File: src/rtl/wb_regfile_writer_pkg.sv
// Shared write-back encodings for the RV32 pipeline.
// Holds the wb_sel source codes and load funct3 codes used by the decoder, MEM and WB.
package wb_regfile_writer_pkg;

  localparam logic [1:0] WB_SEL_ALU  = 2'b00;
  localparam logic [1:0] WB_SEL_LOAD = 2'b01;
  localparam logic [1:0] WB_SEL_PC4  = 2'b10;

  localparam logic [2:0] FUNCT3_LB  = 3'b000;
  localparam logic [2:0] FUNCT3_LH  = 3'b001;
  localparam logic [2:0] FUNCT3_LW  = 3'b010;
  localparam logic [2:0] FUNCT3_LBU = 3'b100;
  localparam logic [2:0] FUNCT3_LHU = 3'b101;

endpackage

File: src/rtl/wb_regfile_writer_load_extend.sv
// Load data extraction: picks a byte/halfword from an aligned word and extends it.
// Ports: word (raw aligned word), addr (low address bits), funct3 (width/sign), result.
module load_extend
  import wb_regfile_writer_pkg::*;
#(
  parameter int XLEN = 32
) (
  input  logic [XLEN-1:0] word,
  input  logic [1:0]      addr,
  input  logic [2:0]      funct3,
  output logic [XLEN-1:0] result
);

  logic [7:0]  byte_sel;
  logic [15:0] half_sel;

  always_comb begin
    byte_sel = word[7:0];
    unique case (addr)
      2'd0: byte_sel = word[7:0];
      2'd1: byte_sel = word[15:8];
      2'd2: byte_sel = word[23:16];
      2'd3: byte_sel = word[31:24];
      default: byte_sel = word[7:0];
    endcase
  end

  // Halfword offset uses addr[1] only; addr[0] is ignored.
  assign half_sel = addr[1] ? word[31:16] : word[15:0];

  always_comb begin
    result = word;
    unique case (funct3)
      FUNCT3_LB:  result = {{(XLEN-8){byte_sel[7]}}, byte_sel};
      FUNCT3_LBU: result = {{(XLEN-8){1'b0}}, byte_sel};
      FUNCT3_LH:  result = {{(XLEN-16){half_sel[15]}}, half_sel};
      FUNCT3_LHU: result = {{(XLEN-16){1'b0}}, half_sel};
      default:    result = word;
    endcase
  end

endmodule

File: src/rtl/wb_regfile_writer.sv
// Write-back stage: MEM/WB register, source select, x0 suppression, instret.
// Ports: mem_* from MEM, stall/flush control, WE/waddr/wdata to RegFile, retire/instret.
module wb_regfile_writer
  import wb_regfile_writer_pkg::*;
#(
  parameter int XLEN  = 32,
  parameter int CNT_W = 64
) (
  input  logic             clk,
  input  logic             rst_n,
  input  logic             mem_valid,
  input  logic             mem_reg_write,
  input  logic [4:0]       mem_rd,
  input  logic [1:0]       mem_wb_sel,
  input  logic [XLEN-1:0]  mem_alu_result,
  input  logic [XLEN-1:0]  mem_load_word,
  input  logic [2:0]       mem_funct3,
  input  logic [XLEN-1:0]  mem_pc_plus4,
  input  logic             stall,
  input  logic             flush,
  output logic             WE,
  output logic [4:0]       waddr,
  output logic [XLEN-1:0]  wdata,
  output logic             retire,
  output logic [CNT_W-1:0] instret
);

  logic            valid_q, valid_d;
  logic            done_q, done_d;
  logic            rw_q, rw_d;
  logic [4:0]      rd_q, rd_d;
  logic [XLEN-1:0] data_q, data_d;
  logic [CNT_W-1:0] instret_q, instret_d;

  logic [XLEN-1:0] load_data;
  logic [XLEN-1:0] cap_data;

  load_extend #(.XLEN(XLEN)) u_load_extend (
    .word   (mem_load_word),
    .addr   (mem_alu_result[1:0]),
    .funct3 (mem_funct3),
    .result (load_data)
  );

  always_comb begin
    cap_data = mem_alu_result;
    unique case (mem_wb_sel)
      WB_SEL_LOAD: cap_data = load_data;
      WB_SEL_PC4:  cap_data = mem_pc_plus4;
      default:     cap_data = mem_alu_result;
    endcase
  end

  // Stall holds the entry; done marks that its single write already happened.
  always_comb begin
    valid_d = valid_q;
    done_d  = done_q;
    rw_d    = rw_q;
    rd_d    = rd_q;
    data_d  = data_q;
    if (stall) begin
      if (valid_q) done_d = 1'b1;
    end else if (flush) begin
      valid_d = 1'b0;
      done_d  = 1'b0;
    end else begin
      valid_d = mem_valid;
      done_d  = 1'b0;
      rw_d    = mem_reg_write;
      rd_d    = mem_rd;
      data_d  = cap_data;
    end
  end

  // Outputs are gated by rst_n so nothing leaks out while reset is held.
  assign retire = rst_n & valid_q & ~done_q;
  assign WE     = retire & rw_q & (rd_q != 5'd0);
  assign waddr  = WE ? rd_q : 5'd0;
  assign wdata  = WE ? data_q : '0;

  assign instret_d = instret_q + CNT_W'(retire);
  assign instret   = instret_q;

  always_ff @(posedge clk) begin
    if (!rst_n) begin
      valid_q   <= 1'b0;
      done_q    <= 1'b0;
      rw_q      <= 1'b0;
      rd_q      <= 5'd0;
      data_q    <= '0;
      instret_q <= '0;
    end else begin
      valid_q   <= valid_d;
      done_q    <= done_d;
      rw_q      <= rw_d;
      rd_q      <= rd_d;
      data_q    <= data_d;
      instret_q <= instret_d;
    end
  end

endmodule
File: config.mk
export PLATFORM = sky130hd
export DESIGN_NAME = wb_regfile_writer
export DESIGN_NICKNAME = d
export VERILOG_FILES = /design/src/rtl/wb_regfile_writer_pkg.sv /design/src/rtl/wb_regfile_writer_load_extend.sv /design/src/rtl/wb_regfile_writer.sv
export SDC_FILE = /design/constraint.sdc
export NUM_CORES = 1
export LEC_CHECK = 0
export CAP_MARGIN = 20
export CORE_MARGIN = 2
export CORE_UTILIZATION = 45
export CTS_BUF_LIST = sky130_fd_sc_hd__clkbuf_16
export DETAILED_ROUTE_END_ITERATION = 8
export PLACE_DENSITY = 0.81
export SETUP_SLACK_MARGIN = 0.02
export SLEW_MARGIN = 15
export SYNTH_ARGS = -nofsm -noshare
export SYNTH_HDL_FRONTEND = slang
export SYNTH_SLANG_ARGS = --single-unit
File: constraint.sdc
create_clock -name clk -period 2.7 [get_ports clk]
set_input_delay 0.27 -clock clk [delete_from_list [all_inputs] [get_ports clk]]
set_output_delay 0.27 -clock clk [all_outputs]
set_load 0.01 [all_outputs]
==> impl_metrics.tcl <==
set metrics [dict create \
    first_iter_violations 500 \
    worstSetupPathType "input pin to primary output" \
    max_stage_delay_ns 0.58 \
    skew_ns 0.00507 \
    synth_xor_area_frac 0.0386 \
    critPathSlowestCell "clkdlybuf4s50_1" \
    firstDrtPassIters 6 \
    wl_per_cell_um 17.1 \
    post_cts_resized 0 \
    grt_pass1_vias 6221 \
    rows 41 \
    ir_drop_mv 0.297 \
    crit_arrival_ns 2.29 \
    r2r_start "valid_q" \
    hold_path.class "flip-flop to flip-flop" \
    synth_edf_count 0 \
    grt_pass1_wl_mm 31.3 \
    yosysWarnings 0 \
    cts_setup_buffers 0 \
    filler_cell_count 1141 \
    rsz0062_at_grt "false" \
    hold_buffers 0 \
    synth_top_family_by_area "simple AND/OR/NAND/NOR gates" \
    cts_tree "built" \
    nNetsFinal 1073 \
    synthSimpleGateAreaFrac 0.311 \
    critPathMaxFanout 33 \
    core_sq_um 12700 \
    r2r_slack_ns 0.39 \
    yosys.area.top_type "dfxtp_1" \
    holdPathStages 2 \
    drc 0 \
    synthDistinctLibCells 56 \
    vias 6565 \
    syn_avg_cell_area_sq_um 7.86 \
    dieArea_sq_um 14000 \
    slew_viol_final 0 \
    worstMarginPinSlew_ns 0.542 \
    synth_fa_ha_area_frac 0.00848 \
    cap_violations 0 \
    power_density_nw_per_um2 384 \
    global_route.overflow_total 0 \
    port_buffers 214 \
    ff2ff_path_depth 10 \
    final_common_cell "clkdlybuf4s50_1" \
    holdWs_ns 0.477 \
    antenna_found_initial 1 \
    ant_nets 0 \
    timing.fmax_ghz 0.391 \
    clkTransAtPathRegs_ns 0.07 \
    grt_max_degree 93 \
    diodes 0 \
    gp_congestion 0.961 \
    power.total_mw 3.30 \
    final-hold-violation-count 0 \
    crit_chain "clkdlybuf4s50_1, nand2_1, nor2_1, buf_4, nand2_1, a21oi_2, buf_12, and2_1, clkdlybuf4s50_1" \
    synth-compound-area-share 0.217 \
    cts.path.max_buffers 2 \
    most-common-layout-cells "clkdlybuf4s50_1, dfxtp_1, nand2_1, a21oi_1, o21ai_0" \
    clk-insertion-delay-late_ns 0.34 \
    synth_top_area_share 0.353 \
    syn_to_final_growth_pct 45.7 \
    die_y_um 119 \
    status "complete, no violations" \
    period_minus_slack_ns 2.56 \
    synth_sequential_area_ratio 0.353 \
    finalSetupViolations 0 \
    start_kind "input pin" \
    die_w_um 119 \
    synth_area_leaders "dfxtp_1, nand2_1, a21oi_1, o21ai_0, and2_1" \
    regToRegEndpoint "instret[58]" \
    start_util 0.464 \
    holdPathEnd "data_q[7]" \
    synth_area_sq_um 5900 \
    grt.total_usage 0.272 \
    syn-num-nets 867 \
    cts_buffers 9 \
    dominantRegCellSynth "dfxtp_1" \
    syn_inst 751 \
    wl_mm 19.4 \
    slew_headroom 0.636 \
    hold_start "data_q[7]" \
    critPathCaptureType "primary output" \
    cts-root-buf "clkbuf_16" \
    synth-seq-cells 104 \
    drive_gt1_frac 0.0759 \
    fin_crit_sh 0.948 \
    ios 215 \
    synth_mux_area_frac 0.0231 \
    avgViaCountPerCell 5.79 \
    dpl.hpwl_mm 14.8 \
    worstPathRequired_ns 2.43 \
    h-tree-depth 3 \
    leakage_nw 3.01 \
    async_reset_ff_frac 0 \
    numClockSinks 104 \
]
synth_stat cells (all sizes together), types with 16 or more instances:
master / n
o22ai: 33
nor2: 42
nand4: 22
nor3: 20
o211ai: 22
xor2: 16
or4: 23
inv: 19
a21oi: 57
and2: 37
o31ai: 22
nand2: 89
dfxtp: 104
clkbuf: 45
or3: 25
nand3: 39
o21ai: 49
through the flow:
stage | instance area, sq um | setup TNS (ns) | utilization | std cells | setup WS (ns)
4_1_cts | 8590 | 0 | 0.675 | 1134 | 0.126
3_5_place_dp | 8330 | -0.0984 | 0.655 | 1118 | -0.0516
6_report | 8600 | 0 | 0.676 | 1134 | 0.141
5_1_grt | 8600 | 0 | 0.676 | 1134 | 0.0447
2_1_floorplan | 5900 | 0 | - | 751 | 0.133
3_3_place_gp | 8330 | 0 | 0.655 | 1118 | 0.0226
power breakdown:
part	leakage, nW	total [mW]	internal [mW]	switching [mW]
logic	2.02	0.499	0.257	0.241
clock network	0.142	1.21	0.620	0.585
registers	0.844	1.60	1.57	0.0232
total	3.01	3.30	2.45	0.850
area by class of cell:
cell class | instances | area (sq um) | share of cell area
Multi-Input combinational cell | 575 | 3540 | 0.411
Clock buffer | 9 | 225 | 0.0262
Sequential cell | 104 | 2080 | 0.242
Inverter | 19 | 71.3 | 0.00830
Timing Repair Buffer | 248 | 2420 | 0.282
Tap cell | 172 | 215 | 0.0250
Clock inverter | 7 | 40.0 | 0.00466
flip-flops by register name (all words and copies together) (netlist names):
register,cells
instret,64
data_q,32
rd_q,5
done_q,1
rw_q,1
valid_q,1
kinds of logic after synthesis:
family          after synthesis
mux                          11
flops                       104
buf+inv                      72
simple gates                326
fa+ha+maj                     4
compound gates              208
xor+xnor                     26
layer usage:
metal | vias up | track usage | routed length (um)
met3 | 37 | 0.0685 | 1640
li1 | 3179 | - | -
met1 | 3081 | 0.324 | 7650
met4 | 0 | 0.108 | 624
met2 | 268 | 0.467 | 9510
met5 | - | 0 | 0
worst max-delay path: cells and delay by family:
kind / cells / cell delay (ns)
AND/OR/NAND/NOR: 4 / 0.39
AO/OA/AOI/OAI: 1 / 0.16
buffers and inverters: 4 / 1.45
how the worst max path moves through the flow:
stage | slack [ns] | endpoint | start
4_1_cts | 0.13 | wdata[6] | rst_n
5_1_grt | 0.04 | wdata[13] | rst_n
2_1_floorplan | 0.13 | instret[30] | rst_n
3_3_place_gp | 0.02 | instret[46] | rst_n
3_5_place_dp | -0.05 | instret[58] | rst_n
6_report | 0.14 | wdata[7] | rst_n
(Power assumes the default switching activity.)
